**src/rtl/calc_op_sequencer.sv**
```systemverilog
// Control sequencer for a 4-digit hex calculator: keypad entry, left-to-right add/sub,
// and a start/done handshake to a shared multi-cycle multiplier.
module calc_op_sequencer #(
    parameter int WIDTH = 16
) (
    input  logic               clock,
    input  logic               reset,
    input  logic               newkey,
    input  logic [4:0]         keycode,
    output logic               mul_start,
    output logic [WIDTH-1:0]   mul_a,
    output logic [WIDTH-1:0]   mul_b,
    input  logic               mul_done,
    input  logic [2*WIDTH-1:0] mul_product,
    output logic [WIDTH-1:0]   valueOutput,
    output logic               overflow,
    output logic               busy
);

    localparam int DIGITS = WIDTH / 4;
    localparam int CW     = $clog2(DIGITS + 1);
    localparam logic [CW-1:0] CNT_MAX = CW'(DIGITS);
    localparam logic [CW-1:0] CNT_ONE = CW'(1);

    localparam logic [4:0] KEY_ADD  = 5'h10;
    localparam logic [4:0] KEY_SUB  = 5'h11;
    localparam logic [4:0] KEY_MUL  = 5'h12;
    localparam logic [4:0] KEY_EQ   = 5'h13;
    localparam logic [4:0] KEY_CLR  = 5'h14;
    localparam logic [4:0] KEY_BKSP = 5'h15;

    typedef enum logic [1:0] {
        ST_ENTRY    = 2'd0,
        ST_EXEC     = 2'd1,
        ST_MUL_WAIT = 2'd2,
        ST_DRAIN    = 2'd3
    } state_t;

    typedef enum logic [1:0] {
        OP_NONE = 2'd0,
        OP_ADD  = 2'd1,
        OP_SUB  = 2'd2,
        OP_MUL  = 2'd3
    } op_t;

    state_t            state_q, state_d;
    op_t               pend_q, pend_d;
    op_t               nextop_q, nextop_d;
    op_t               key_op_s;
    logic [WIDTH-1:0]  acc_q, acc_d;
    logic [WIDTH-1:0]  entry_q, entry_d;
    logic [CW-1:0]     count_q, count_d;
    logic              ovf_q, ovf_d;
    logic              clr_pend_q, clr_pend_d;
    logic              mul_start_q, mul_start_d;
    logic [WIDTH-1:0]  mul_a_q, mul_a_d;
    logic [WIDTH-1:0]  mul_b_q, mul_b_d;
    logic [WIDTH-1:0]  value_q, value_d;
    logic              busy_q, busy_d;
    logic [WIDTH:0]    sum_s;
    logic [WIDTH:0]    diff_s;
    logic              clear_s;
    logic              launch_s;

    assign sum_s  = {1'b0, acc_q} + {1'b0, entry_q};
    assign diff_s = {1'b0, acc_q} - {1'b0, entry_q};

    // Operator keycode decode; EQ and non-operators map to NONE
    always_comb begin
        case (keycode)
            KEY_ADD: key_op_s = OP_ADD;
            KEY_SUB: key_op_s = OP_SUB;
            KEY_MUL: key_op_s = OP_MUL;
            default: key_op_s = OP_NONE;
        endcase
    end

    // Next-state logic for the sequencer and all datapath registers
    always_comb begin
        state_d     = state_q;
        pend_d      = pend_q;
        nextop_d    = nextop_q;
        acc_d       = acc_q;
        entry_d     = entry_q;
        count_d     = count_q;
        ovf_d       = ovf_q;
        clr_pend_d  = clr_pend_q;
        mul_start_d = 1'b0;
        mul_a_d     = mul_a_q;
        mul_b_d     = mul_b_q;
        clear_s     = 1'b0;
        launch_s    = 1'b0;

        case (state_q)
            ST_ENTRY: begin
                if (clr_pend_q) begin
                    // A CLR that arrived during EXEC lands here; a key this cycle is dropped
                    clear_s    = 1'b1;
                    clr_pend_d = 1'b0;
                end else if (newkey) begin
                    if (keycode < KEY_ADD) begin
                        if (count_q < CNT_MAX) begin
                            entry_d = {entry_q[WIDTH-5:0], keycode[3:0]};
                            count_d = count_q + CNT_ONE;
                        end else begin
                            entry_d = entry_q;
                        end
                    end else begin
                        case (keycode)
                            KEY_ADD, KEY_SUB, KEY_MUL: begin
                                if (count_q == '0) begin
                                    pend_d = key_op_s;
                                end else begin
                                    launch_s = 1'b1;
                                end
                            end
                            KEY_EQ:   launch_s = (count_q != '0);
                            KEY_CLR:  clear_s  = 1'b1;
                            KEY_BKSP: begin
                                if (count_q != '0) begin
                                    entry_d = entry_q >> 4;
                                    count_d = count_q - CNT_ONE;
                                end else begin
                                    entry_d = entry_q;
                                end
                            end
                            default: launch_s = 1'b0;
                        endcase
                    end
                end else begin
                    state_d = ST_ENTRY;
                end

                if (launch_s) begin
                    nextop_d = key_op_s;
                    if (pend_q == OP_MUL) begin
                        state_d     = ST_MUL_WAIT;
                        mul_start_d = 1'b1;
                        mul_a_d     = acc_q;
                        mul_b_d     = entry_q;
                    end else begin
                        state_d = ST_EXEC;
                    end
                end else begin
                    nextop_d = nextop_q;
                end
            end

            ST_EXEC: begin
                case (pend_q)
                    OP_NONE: acc_d = entry_q;
                    OP_ADD: begin
                        acc_d = sum_s[WIDTH-1:0];
                        ovf_d = ovf_q | sum_s[WIDTH];
                    end
                    OP_SUB: begin
                        acc_d = diff_s[WIDTH-1:0];
                        ovf_d = ovf_q | diff_s[WIDTH];
                    end
                    default: acc_d = acc_q;
                endcase
                pend_d  = nextop_q;
                entry_d = '0;
                count_d = '0;
                state_d = ST_ENTRY;
                if (newkey && (keycode == KEY_CLR)) begin
                    clr_pend_d = 1'b1;
                end else begin
                    clr_pend_d = clr_pend_q;
                end
            end

            ST_MUL_WAIT: begin
                if (mul_done) begin
                    acc_d   = mul_product[WIDTH-1:0];
                    ovf_d   = ovf_q | (|mul_product[2*WIDTH-1:WIDTH]);
                    pend_d  = nextop_q;
                    entry_d = '0;
                    count_d = '0;
                    state_d = ST_ENTRY;
                end else if (newkey && (keycode == KEY_CLR)) begin
                    clear_s = 1'b1;
                    state_d = ST_DRAIN;
                end else begin
                    state_d = ST_MUL_WAIT;
                end
            end

            ST_DRAIN: begin
                // Multiplier is still running: swallow its product before accepting new work
                if (mul_done) begin
                    state_d = ST_ENTRY;
                end else if (newkey && (keycode == KEY_CLR)) begin
                    clear_s = 1'b1;
                end else begin
                    state_d = ST_DRAIN;
                end
            end

            default: state_d = ST_ENTRY;
        endcase

        if (clear_s) begin
            acc_d   = '0;
            entry_d = '0;
            count_d = '0;
            ovf_d   = 1'b0;
            pend_d  = OP_NONE;
        end else begin
            pend_d = pend_d;
        end

        value_d = ((state_d == ST_ENTRY) && (count_d != '0)) ? entry_d : acc_d;
        busy_d  = (state_d != ST_ENTRY);
    end

    // State and registered-output update
    always_ff @(posedge clock or posedge reset) begin
        if (reset) begin
            state_q     <= ST_ENTRY;
            pend_q      <= OP_NONE;
            nextop_q    <= OP_NONE;
            acc_q       <= '0;
            entry_q     <= '0;
            count_q     <= '0;
            ovf_q       <= 1'b0;
            clr_pend_q  <= 1'b0;
            mul_start_q <= 1'b0;
            mul_a_q     <= '0;
            mul_b_q     <= '0;
            value_q     <= '0;
            busy_q      <= 1'b0;
        end else begin
            state_q     <= state_d;
            pend_q      <= pend_d;
            nextop_q    <= nextop_d;
            acc_q       <= acc_d;
            entry_q     <= entry_d;
            count_q     <= count_d;
            ovf_q       <= ovf_d;
            clr_pend_q  <= clr_pend_d;
            mul_start_q <= mul_start_d;
            mul_a_q     <= mul_a_d;
            mul_b_q     <= mul_b_d;
            value_q     <= value_d;
            busy_q      <= busy_d;
        end
    end

    assign mul_start   = mul_start_q;
    assign mul_a       = mul_a_q;
    assign mul_b       = mul_b_q;
    assign valueOutput = value_q;
    assign overflow    = ovf_q;
    assign busy        = busy_q;

endmodule

```
**config.mk**
```make
export PLATFORM = sky130hd
export DESIGN_NAME = calc_op_sequencer
export DESIGN_NICKNAME = d
export VERILOG_FILES = /design/src/rtl/calc_op_sequencer.sv
export SDC_FILE = /design/constraint.sdc
export NUM_CORES = 1
export LEC_CHECK = 0
export BUFFER_PORTS_ARGS = -buffer_cell sky130_fd_sc_hd__buf_4
export CORE_AREA = 4 4 132 134
export DETAILED_ROUTE_END_ITERATION = 8
export DIE_AREA = 0 0 136 138
export SYNTH_ARGS = -nofsm -noshare
export SYNTH_HDL_FRONTEND = slang
export SYNTH_SLANG_ARGS = --single-unit
```
**constraint.sdc**
```tcl
create_clock -name clock -period 2.98 [get_ports clock]
set_input_delay 0.149 -clock clock [delete_from_list [all_inputs] [get_ports clock]]
set_output_delay 0.149 -clock clock [all_outputs]
set_load 0.02 [all_outputs]
```
After elaboration in Yosys (flattened, before gate mapping)
Index checks and enable logic that the tools add are counted.

Add/sub/neg operators: 4. $lt $le $gt $ge: 2. Equal/unequal tests: 20. Mux-type cells: 63. Bitwise logic cells: 3. Reductions and logical operators: 20.

Operators by type and width (number): 16-bit two-way mux (11); 16-bit one-hot mux with 3 select lines (2); 16-bit one-hot mux with 2 select lines (1); 5-bit equality test, second input constant (6); 2-bit two-way mux (14); 3-bit two-way mux (8); 1-bit two-way mux (18); 16-bit by 16-bit adder with 17-bit output (1); 16-bit by 16-bit subtractor with 17-bit output (1); 16-bit OR reduction (1); 3-bit != test, second input constant (5); 2-bit one-hot mux with 3 select lines (2); 1-bit one-hot mux with 2 select lines (5); 3-bit one-hot mux with 3 select lines (1); 3-bit nonzero test (3); 2-bit equality test, second input constant (4); 2-bit one-hot mux with 4 select lines (1); 7-bit AND reduction (1); 2-bit logical NOT (3); 3-bit AND reduction (2); 5-bit < comparator, second input constant (1); 2-bit by 1-bit equality test with 1-bit output, second input constant (2); 4-bit by 2-bit != test with 1-bit output, second input constant (1); 2-bit AND reduction (2); 12 further kinds (16).

Register bits: 93. Bits of input ports: 41. Output and inout port bits: 51.

Longest topological paths before layout
Gate-level depths: netlist (run 1).

Word-level depth: 12. Gate-level depth with buffers: 13.

Least setup slack after synthesis (run 1)
No wires, ideal clock.

Path type: register to register. Start: register state_q[0]. End: register value_q[10], in the netlist valueOutput[10]. Setup time: 0.127 ns. Arrival: 2.770 ns. Data required time: 2.853 ns. Setup slack: 0.083 ns. Cell stages (with the launch flop): 13. Path buffers: 3. Cell sequence: dfrtp_1 inv_1 ha_1 buf_2 inv_1 nor2_1 or2_2 clkbuf_1 o21ai_0 a211o_1 a311oi_4 buf_6 mux2_1.

Cells in the longest elaborated chain, start to end: 7. Elaborated cells on any way between the ends: 22.

RTL lines: from (decl) (line 46) `state_t state_q, state_d;`; from (signal assigned) (line 234) `state_q <= state_d;`; 2-bit equality test or 2-bit two-way mux (tied branches) (line 94, 100); 2-bit OR reduction (no source line) or 2-bit two-way mux (tied branches); 1-bit one-hot mux with 2 select lines or 2-bit two-way mux (tied branches) (line 94, 134); 3-bit two-way mux or 2-bit one-hot mux with 4 select lines (tied branches) (line 203, 94); 3-bit nonzero test or 2-bit logical NOT (tied branches) (line 213) `value_d = ((state_d == ST_ENTRY) && (count_d != '0)) ? entry_d : acc_d;`; 1-bit logical AND (line 213); 16-bit two-way mux (*) (line 213); named net value_d[10] (line 58) `logic [WIDTH-1:0] value_q, value_d;`; to (signal assigned) (line 245) `value_q <= value_d;`; to (decl) (line 58).

The timed path passes the listed nets; every way through them passes the cells marked *. A chain may end at the register's enable or synchronous reset.

Worst setup path after layout (run 1)
Start: register entry_q[0]. End: register value_q[12], in the netlist valueOutput[12].

Cells in the longest elaborated chain, start to end: 5. Elaborated cells on any way between the ends: 6.

RTL lines: from (decl) (line 51) `logic [WIDTH-1:0] entry_q, entry_d;`; from (signal assigned) (line 238) `entry_q <= entry_d;`; 16-bit by 16-bit subtractor with 17-bit output or 16-bit by 16-bit adder with 17-bit output (tied branches) (line 66, 65); 16-bit one-hot mux with 3 select lines (*) (line 150) `case (pend_q)`; 16-bit one-hot mux with 2 select lines (*) (line 94) `case (state_q)`; 16-bit two-way mux (*) (line 203) `if (clear_s) begin`; named net acc_d[12] (line 50) `logic [WIDTH-1:0] acc_q, acc_d;`; 16-bit two-way mux (*) (line 213); named net value_d[12] (line 58).

Marks and branches as above.

==> key figures, run 1 <==
Synth
  • Avg Inst Size Synth: 8.765 µm²
  • Synth Instances: 736
  • Post-synthesis xor/xnor area fraction: 2.036%
  • Async SR Flop Fraction: 100.0%
  • Top cells by area, synth: dfrtp_1 (36%), ha_1 (8.7%), mux2_2 (5.6%), o21ai_0 (4.7%), a21oi_1 (4.6%)
  • Mux contribution to synthesized area: 7.254%
  • Largest family of logic cells by synthesized area: compound AO/OA/AOI/OAI gates
  • Post-synthesis compound-gate area fraction: 24.28%
  • Sequential area share after synthesis: 36.07%
  • Simple-gate portion of the synthesized area: 15.46%
  • Post-Synth Adder-Cell Area: 9.348%
  • Yosys warns: 0
  • Unique cell type count in the Yosys netlist: 67
  • Syn_nets: 824
  • Area fraction of the dominant cell type after synthesis: 36.07%
  • Seq cells post-synth: 93
  • Main synth FF type: dfrtp_1
  • Cell Area, Synth: 6451 µm²
  • Area leader, netlist: dfrtp_1
  • Post-synth EDFFs: 0

Critical path
  • Critical path's largest stage delay: 0.42 ns
  • Crit. End Element: flop
  • CP max FO: 4
  • Most used cell, CP: buf_4
  • Worst path required time: 3.22 ns
  • CP Launch Type: flop
  • Setup CP Type: flop to flop
  • CP max-delay cell: dfrtp_1
  • Worst endpoint data arrival time: 3.17 ns
  • Crit path cell chain: ha_2 > inv_2 > fa_2 > nor2_2 > o311ai_2 > buf_4 > a211oi_4 > buf_4 > a2111oi_2 > buf_4 > nor2_1 > nor4b_2 > nor4b_2 > mux2_1

Clock network
  • Clock buffer depth: 2
  • Clk_lat worst skew: 0.36 ns
  • CTS sink cnt: 93
  • H-tree levels: 3
  • Root Driver: clkbuf_16
  • TritonCTS clock tree: done
  • Reg clk slew, reported paths: 0.07 ns
  • CTS Buf Count: 9

Place
  • PortBufs: 91
  • Hpwl dp: 17330 µm
  • Placer congestion estimate: 1.011

Finish
  • Commonest non-fill, non-tap cells in the layout: buf_4 (197), dfrtp_1 (92), nand2_1 (78)
  • Nets@finish: 993
  • Layout fillers: 1542
  • Reg area: 2328 µm²
  • Ant. Diodes: 0
  • Share of post-route cells with drive strength above 1: 31.79%
  • Area growth from synthesis to layout: 32.89%
  • Core Util, Final: 52.63%
  • Most common cell after layout, fill and taps aside: buf_4
  • Area of the multi-input gates: 3969 µm²

Status
  • Status: complete, no violations

GRT
  • Pin count of the biggest net entering global routing: 94
  • First-pass GRT wire length: 35130 µm
  • Number of global-route vias before repair: 6289
  • Initial antenna violation count: 0
  • GRT Overall Usage: 23.94%
  • Gr ovfl total: 0

Job
  • Max_cap viols: 0

Floorplanning
  • Core footprint: 16290 µm²
  • Die width: 136 µm
  • Ports: 92
  • Die Area: 18770 µm²
  • FP Rows: 47
  • Die Ht: 138 µm
  • Starting density of the core: 39.60%

Power
  • Worst vdd ir: 0.4319 mV
  • Power Density: 1031 nW/µm²
  • Leak: 3.986 nW

STA
  • Final worst path period need: 2.925 ns
  • Final setup fails: 0
  • Relative slew slack: 51.01%
  • F_max: 341.9 MHz
  • Fin crit share: 98.14%
  • Max-slew violation count: 0
  • RSZ-0062 raised after global routing: true
  • Hold WS: 0.07241 ns
  • Skew final: 0.009488 ns
  • Slew @ Worst Pin: 0.7349 ns
  • Hold Vio Cnt, Final: 0

Worst hold path
  • Worst hold path type: input pin to flop

Route
  • DR WL/cell: 20.16 µm
  • Drt drc: 0
  • Via count: 6447
  • DR vias/cell: 5.710
  • Total Wirelength: 22760 µm
  • Routed Antenna Nets: 0
  • Initial DRC count: 687
  • DRT Pass-1 Iters: 6
[flip-flops by register name, summed over array words and instances (netlist names)]
signal and flops:
mul_b 16, overflow 1, count_q 3, mul_a 16, busy 1, state_q 2
mul_start 1, nextop_q 2, entry_q 16, valueOutput 16, clr_pend_q 1, acc_q 16
pend_q 2
[cells by family after synthesis]
kind of cell / after synthesis
flip-flops: 93
XOR/XNOR: 15
buffers and inverters: 93
adder cells (fa/ha/maj): 47
AND/OR/NAND/NOR: 211
AO/OA/AOI/OAI: 235
multiplexers: 42
[routing by layer]
metal | track usage, % | wire length [µm] | vias to the layer above
met4 | 7.215 | 434 | 0
met5 | 0 | 0 | -
met3 | 3.561 | 1853 | 38
met1 | 36.06 | 10310 | 3094
met2 | 35.46 | 10160 | 300
li1 | - | - | 3015
[report_power, final]
part           total [W]  switching (W)  internal (W)
clock network    0.00113       0.000503      0.000630
logic            0.00591        0.00332       0.00258
registers        0.00180       0.000230       0.00157
total            0.00884        0.00405       0.00479
[metrics by stage]
stage / instance area [µm²] / cells / setup WS [ns] / TNS (ns) / total power (W)
after global placement: 8036 / 1106 / -0.2712 / -0.6154 / 0.007162
after CTS: 8403 / 1122 / 0.01990 / 0 / 0.008493
after floorplan: 6451 / 736 / 0.08269 / 0 / 0.004845
after detailed placement: 8036 / 1106 / -0.3127 / -1.047 / 0.007201
final: 8573 / 1129 / 0.05533 / 0 / 0.008840
after global routing: 8573 / 1129 / -0.08385 / -0.1866 / 0.009411
[synthesized netlist by cell type, types with 5 or more instances]
cell type	n
a2111oi_0	7
mux2_2	32
o211ai_1	6
nor2_1	49
nor4_1	6
nor3_1	17
nor2b_1	9
a22oi_1	11
clkbuf_1	36
o21ai_0	61
o31ai_1	6
a21oi_1	59
a211oi_1	12
a221oi_1	5
inv_1	51
ha_1	45
nand3_1	19
o221a_2	5
xnor2_1	11
dfrtp_1	93
o22ai_1	9
nand2_1	78
nand2b_1	10
a211o_1	7
o221ai_1	6
mux2_1	6
a311oi_1	5
a21o_1	5
[cell type report]
type | count | share of cell area [%]
Clock buffer | 14 | 3.196
Clock inverter | 1 | 0.05838
Multi-Input combinational cell | 550 | 46.29
Sequential cell | 93 | 27.16
Tap cell | 220 | 3.211
Inverter | 51 | 2.248
Timing Repair Buffer | 200 | 17.83
[critical path, delay by kind of cell (launching register included)]
| kind | cells | cell delay (ns) |
|---|---|---|
| AO/OA/AOI/OAI | 3 | 0.62 |
| adder cells (fa/ha/maj) | 2 | 0.43 |
| buffers and inverters | 4 | 0.60 |
| flip-flops | 1 | 0.42 |
| multiplexers | 1 | 0.29 |
| AND/OR/NAND/NOR | 4 | 0.45 |
[what timing repair did]
action | 4_1_cts | 5_1_grt
hold endpoints to repair | 93 | 0
setup endpoints to repair | 11 | 13
hold buffers | 1 | 0
gates resized for setup | 17 | 26
pin swaps | 1 | 12
buffers inserted | 0 | 7
[path summary, 6_finish.rpt]
path / startpoint / to / slack, ns / cells after the start
setup / recovery: entry_q[0]$_DFF_PP0_ / valueOutput[12]$_DFF_PP0_ / 0.06 / 14
hold / removal: keycode[0] / nextop_q[0]$_DFFE_PP0P_ / 0.07 / 2
setup reg to reg: entry_q[0]$_DFF_PP0_ / valueOutput[12]$_DFF_PP0_ / 0.06 / 14
hold reg to reg: mul_b[11]$_DFFE_PP0P_ / mul_b[11]$_DFFE_PP0P_ / 0.48 / 2
max in group asynchronous: reset / entry_q[14]$_DFF_PP0_ / 2.08 / 4
min in group asynchronous: reset / mul_start$_DFF_PP0_ / 0.43 / 4
No activity file was read; power rests on OpenSTA's default activity.
==> inputs of run 2 (changes only) <==
--- a/config.mk
+++ b/config.mk
@@ -5,10 +5,11 @@
 export SDC_FILE = /design/constraint.sdc
 export NUM_CORES = 1
 export LEC_CHECK = 0
+export ABC_AREA = 1
 export BUFFER_PORTS_ARGS = -buffer_cell sky130_fd_sc_hd__buf_4
-export CORE_AREA = 4 4 132 134
+export CORE_AREA = 4 4 139 141
 export DETAILED_ROUTE_END_ITERATION = 8
-export DIE_AREA = 0 0 136 138
+export DIE_AREA = 0 0 143 145
 export SYNTH_ARGS = -nofsm -noshare
 export SYNTH_HDL_FRONTEND = slang
 export SYNTH_SLANG_ARGS = --single-unit
==> run 2 against run 1 <==
Compared with the run above:
- sequential share of layout area up 0.42 points
- critical path depth shrank 1
- final cell count up 23%
- design area is 1.6% lower
- synthesized cell count up 46%
- wire length increased by 14%
- count of clock-buffer cells in the layout shrank 5
- largest cell class unchanged
==> key figures, run 2 <==
Status
  • Status: complete, no violations (unchanged)

Floorplanning
  • Die Area: 20740 µm² (was 18770 µm²)
  • Starting density of the core: 39.89% (was 39.60%)
  • FP Rows: 49 (was 47)
  • Core footprint: 17960 µm² (was 16290 µm²)
  • Ports: 92 (unchanged)
  • Die width: 143 µm (was 136 µm)
  • Die Ht: 145 µm (was 138 µm)

Route
  • Routed Antenna Nets: 0 (unchanged)
  • Drt drc: 0 (unchanged)
  • Initial DRC count: 873 (was 687)
  • Total Wirelength: 26020 µm (was 22760 µm)
  • DR vias/cell: 5.466 (was 5.710)
  • Via count: 7614 (was 6447)
  • DR WL/cell: 18.68 µm (was 20.16 µm)
  • DRT Pass-1 Iters: 6 (unchanged)

Critical path
  • Setup CP Type: flop to flop (unchanged)
  • Cells on worst reg2reg path: 13 (was 14)
  • R2R Path Start: entry_q[2]$_DFF_PP0_ (was entry_q[0]$_DFF_PP0_)
  • CP max FO: 12 (was 4)
  • Flop-to-flop setup slack: 0.35 ns (was 0.06 ns)
  • Worst endpoint data arrival time: 2.88 ns (was 3.17 ns)
  • Reg-to-reg critical path endpoint: valueOutput[13]$_DFF_PP0_ (was valueOutput[12]$_DFF_PP0_)
  • Worst path required time: 3.24 ns (was 3.22 ns)
  • Crit. End Element: flop (unchanged)
  • CP Launch Type: flop (unchanged)

Synth
  • Area fraction of the dominant cell type after synthesis: 32.48% (was 36.07%)
  • Cell Area, Synth: 7166 µm² (was 6451 µm²)
  • Synth Instances: 1078 (was 736)
  • Post-synth top cells: nand2_1 (311), inv_1 (140), dfrtp_1 (93) (was dfrtp_1 (93), nand2_1 (78), o21ai_0 (61))
  • Area leader, netlist: dfrtp_1 (unchanged)
  • Seq cells post-synth: 93 (unchanged)
  • Post-synth EDFFs: 0 (unchanged)
  • Main synth FF type: dfrtp_1 (unchanged)
  • Avg Inst Size Synth: 6.647 µm² (was 8.765 µm²)
  • Async SR Flop Fraction: 100.0% (unchanged)
  • Unique cell type count in the Yosys netlist: 45 (was 67)
  • Yosys warns: 0 (unchanged)
  • Sequential area share after synthesis: 32.48% (was 36.07%)
  • Top cells by area, synth: dfrtp_1 (32%), nand2_1 (16%), ha_1 (7.9%), inv_1 (7.3%), o21ai_0 (6.2%) (was dfrtp_1 (36%), ha_1 (8.7%), mux2_2 (5.6%), o21ai_0 (4.7%), a21oi_1 (4.6%))
  • Most frequent cell after synthesis: nand2_1 (was dfrtp_1)
  • Syn_nets: 1166 (was 824)

Worst hold path
  • WHS Endpoint: nextop_q[0]$_DFFE_PP0P_ (unchanged)
  • Hold Path Origin: keycode[0] (unchanged)
  • Worst hold path type: input pin to flop (unchanged)
  • Cells on Worst Hold Path: 2 (unchanged)

Clock network
  • Clock buffer depth: 2 (unchanged)
  • Cts hold-fix bufs: 1 (unchanged)
  • TritonCTS clock tree: done (unchanged)
  • CTS resizes: 0 (was 17)
  • Reg clk slew, reported paths: 0.08 ns (was 0.07 ns)
  • CTS sink cnt: 93 (unchanged)
  • CTS Buf Count: 9 (unchanged)
  • Setup bufs post-CTS: 0 (unchanged)
  • H-tree levels: 3 (unchanged)
  • Root Driver: clkbuf_16 (unchanged)
  • Clk_lat worst skew: 0.36 ns (about the same)

STA
  • F_max: 380.9 MHz (was 341.9 MHz)
  • RSZ-0062 raised after global routing: false (was true)
  • Skew final: 0.006558 ns (was 0.009488 ns)
  • Hold Vio Cnt, Final: 0 (unchanged)
  • Fin Setup TNS: 0 ns (unchanged)
  • Final worst path period need: 2.626 ns (was 2.925 ns)
  • Slew @ Worst Pin: 0.6363 ns (was 0.7349 ns)
  • Fin crit share: 88.11% (was 98.14%)
  • Relative slew slack: 57.53% (was 51.01%)
  • Max-slew violation count: 0 (unchanged)
  • Final setup fails: 0 (unchanged)

Place
  • Placer congestion estimate: 0.9806 (was 1.011)
  • Hpwl dp: 20020 µm (was 17330 µm)
  • Placed Area: 8138 µm² (was 8036 µm²)
  • PortBufs: 91 (unchanged)

Job
  • Max_cap viols: 0 (unchanged)

Power
  • Sw power: 0.004833 W (was 0.004054 W)
  • Comb pwr share: 63.5% (was 66.8%)
  • Power Density: 1048 nW/µm² (was 1031 nW/µm²)
  • Leak: 4.423 nW (was 3.986 nW)
  • Worst vdd ir: 0.4613 mV (was 0.4319 mV)
  • Sequential share of power: 23.0% (was 20.4%)
  • Clock share of power: 13.5% (was 12.8%)
  • Sw frac: 54.64% (was 45.87%)
  • P_int: 0.004012 W (was 0.004785 W)

GRT
  • First-pass GRT wire length: 40630 µm (was 35130 µm)
  • Initial antenna violation count: 0 (unchanged)
  • Pin count of the biggest net entering global routing: 65 (was 94)
  • GRT Overall Usage: 25.01% (was 23.94%)
  • Number of global-route vias before repair: 7046 (was 6289)
  • Gr ovfl total: 0 (unchanged)

Finish
  • Share of post-route cells with drive strength above 1: 14.35% (was 31.79%)
  • Area growth from synthesis to layout: 17.78% (was 32.89%)
  • Commonest non-fill, non-tap cells in the layout: nand2_1 (310), inv_1 (139), buf_4 (118) (was buf_4 (197), dfrtp_1 (92), nand2_1 (78))
  • Nets@finish: 1247 (was 993)
  • Layout fillers: 1879 (was 1542)
  • Ant. Diodes: 0 (unchanged)
  • Most common cell after layout, fill and taps aside: nand2_1 (was buf_4)
  • Non-Filler Cell Area, Final: 8439 µm² (was 8573 µm²)
-- run 2: per-stage QoR --
stage	total power, W	util, %	cells	worst slack, ns	hold slack, ns
6_report	0.008845	46.98	1393	0.3545	0.05108
5_1_grt	0.009588	46.98	1393	0.1297	0.05462
4_1_cts	0.008739	46.98	1393	0.4152	0.04022
3_5_place_dp	0.007531	45.30	1376	0.4295	0.2126
3_3_place_gp	0.007509	45.30	1376	0.4917	0.2129
2_1_floorplan	0.005686	-	1078	0.4107	0.2573
-- run 2: how the worst max path moves through the flow --
| stage | start | to | slack, ns | cells after the start |
|---|---|---|---|---|
| finish | entry_q[2]$_DFF_PP0_ | valueOutput[13]$_DFF_PP0_ | 0.35 | 13 |
| global route | entry_q[2]$_DFF_PP0_ | valueOutput[15]$_DFF_PP0_ | 0.13 | 15 |
| CTS | count_q[0]$_DFF_PP0_ | valueOutput[9]$_DFF_PP0_ | 0.42 | 16 |
| detailed placement | entry_q[2]$_DFF_PP0_ | valueOutput[13]$_DFF_PP0_ | 0.43 | 13 |
| global placement | entry_q[2]$_DFF_PP0_ | valueOutput[13]$_DFF_PP0_ | 0.49 | 13 |
| floorplan | reset | acc_q[0]$_DFF_PP0_ | 0.41 | 1 |
-- run 2: area by class of cell --
cell class                 instances  area [µm²]  share of cell area [%]
sequential                        93        2327                   27.58
clock inverter                     7       66.31                  0.7858
multi-input combinational        788        4064                   48.15
inverter                         147       554.3                   6.568
clock buffer                       9       225.2                   2.669
tap                              229       286.5                   3.395
timing repair buffer             120       915.9                   10.85
-- run 2: critical path, cell delays in order, from the launching register on --
cell and delay (ns):
dfrtp_1 0.44, inv_1 0.17, ha_1 0.53, nor2_1 0.09
o21ai_0 0.28, nand3_1 0.24, nand2_1 0.14, nand3_1 0.08
nand3_1 0.09, nand3_1 0.17, nand2_1 0.11, nand2_1 0.07
nand3_1 0.07, nand2_1 0.05
-- run 2: cells by family (layout without fill, tap and decap cells) --
family | count (synthesis) | after routing | share of synthesized area (%)
adders and majority gates | 47 | 47 | 8.416
buffers and inverters | 197 | 283 | 10.84
AOI/OAI and AO/OA | 227 | 227 | 17.69
DFF | 93 | 93 | 32.48
and+or+nand+nor | 514 | 514 | 30.57
-- run 2: layer usage --
metal,track usage [%],vias to the layer above,part of all wire (%)
li1,-,3669,-
met1,38.15,3529,46
met2,36.89,376,44
met3,3.291,40,8.0
met4,7.082,0,2.2
met5,0,-,0
-- run 2: power by group through the flow --
stage	Sequential, W	Combinational, W	Clock, W
after global routing	0.00208	0.00626	0.00125
final	0.00203	0.00562	0.00119
after detailed placement	0.00204	0.00549	0
after global placement	0.00204	0.00547	0
after floorplan	0.00207	0.00362	0
after CTS	0.00202	0.00551	0.00121
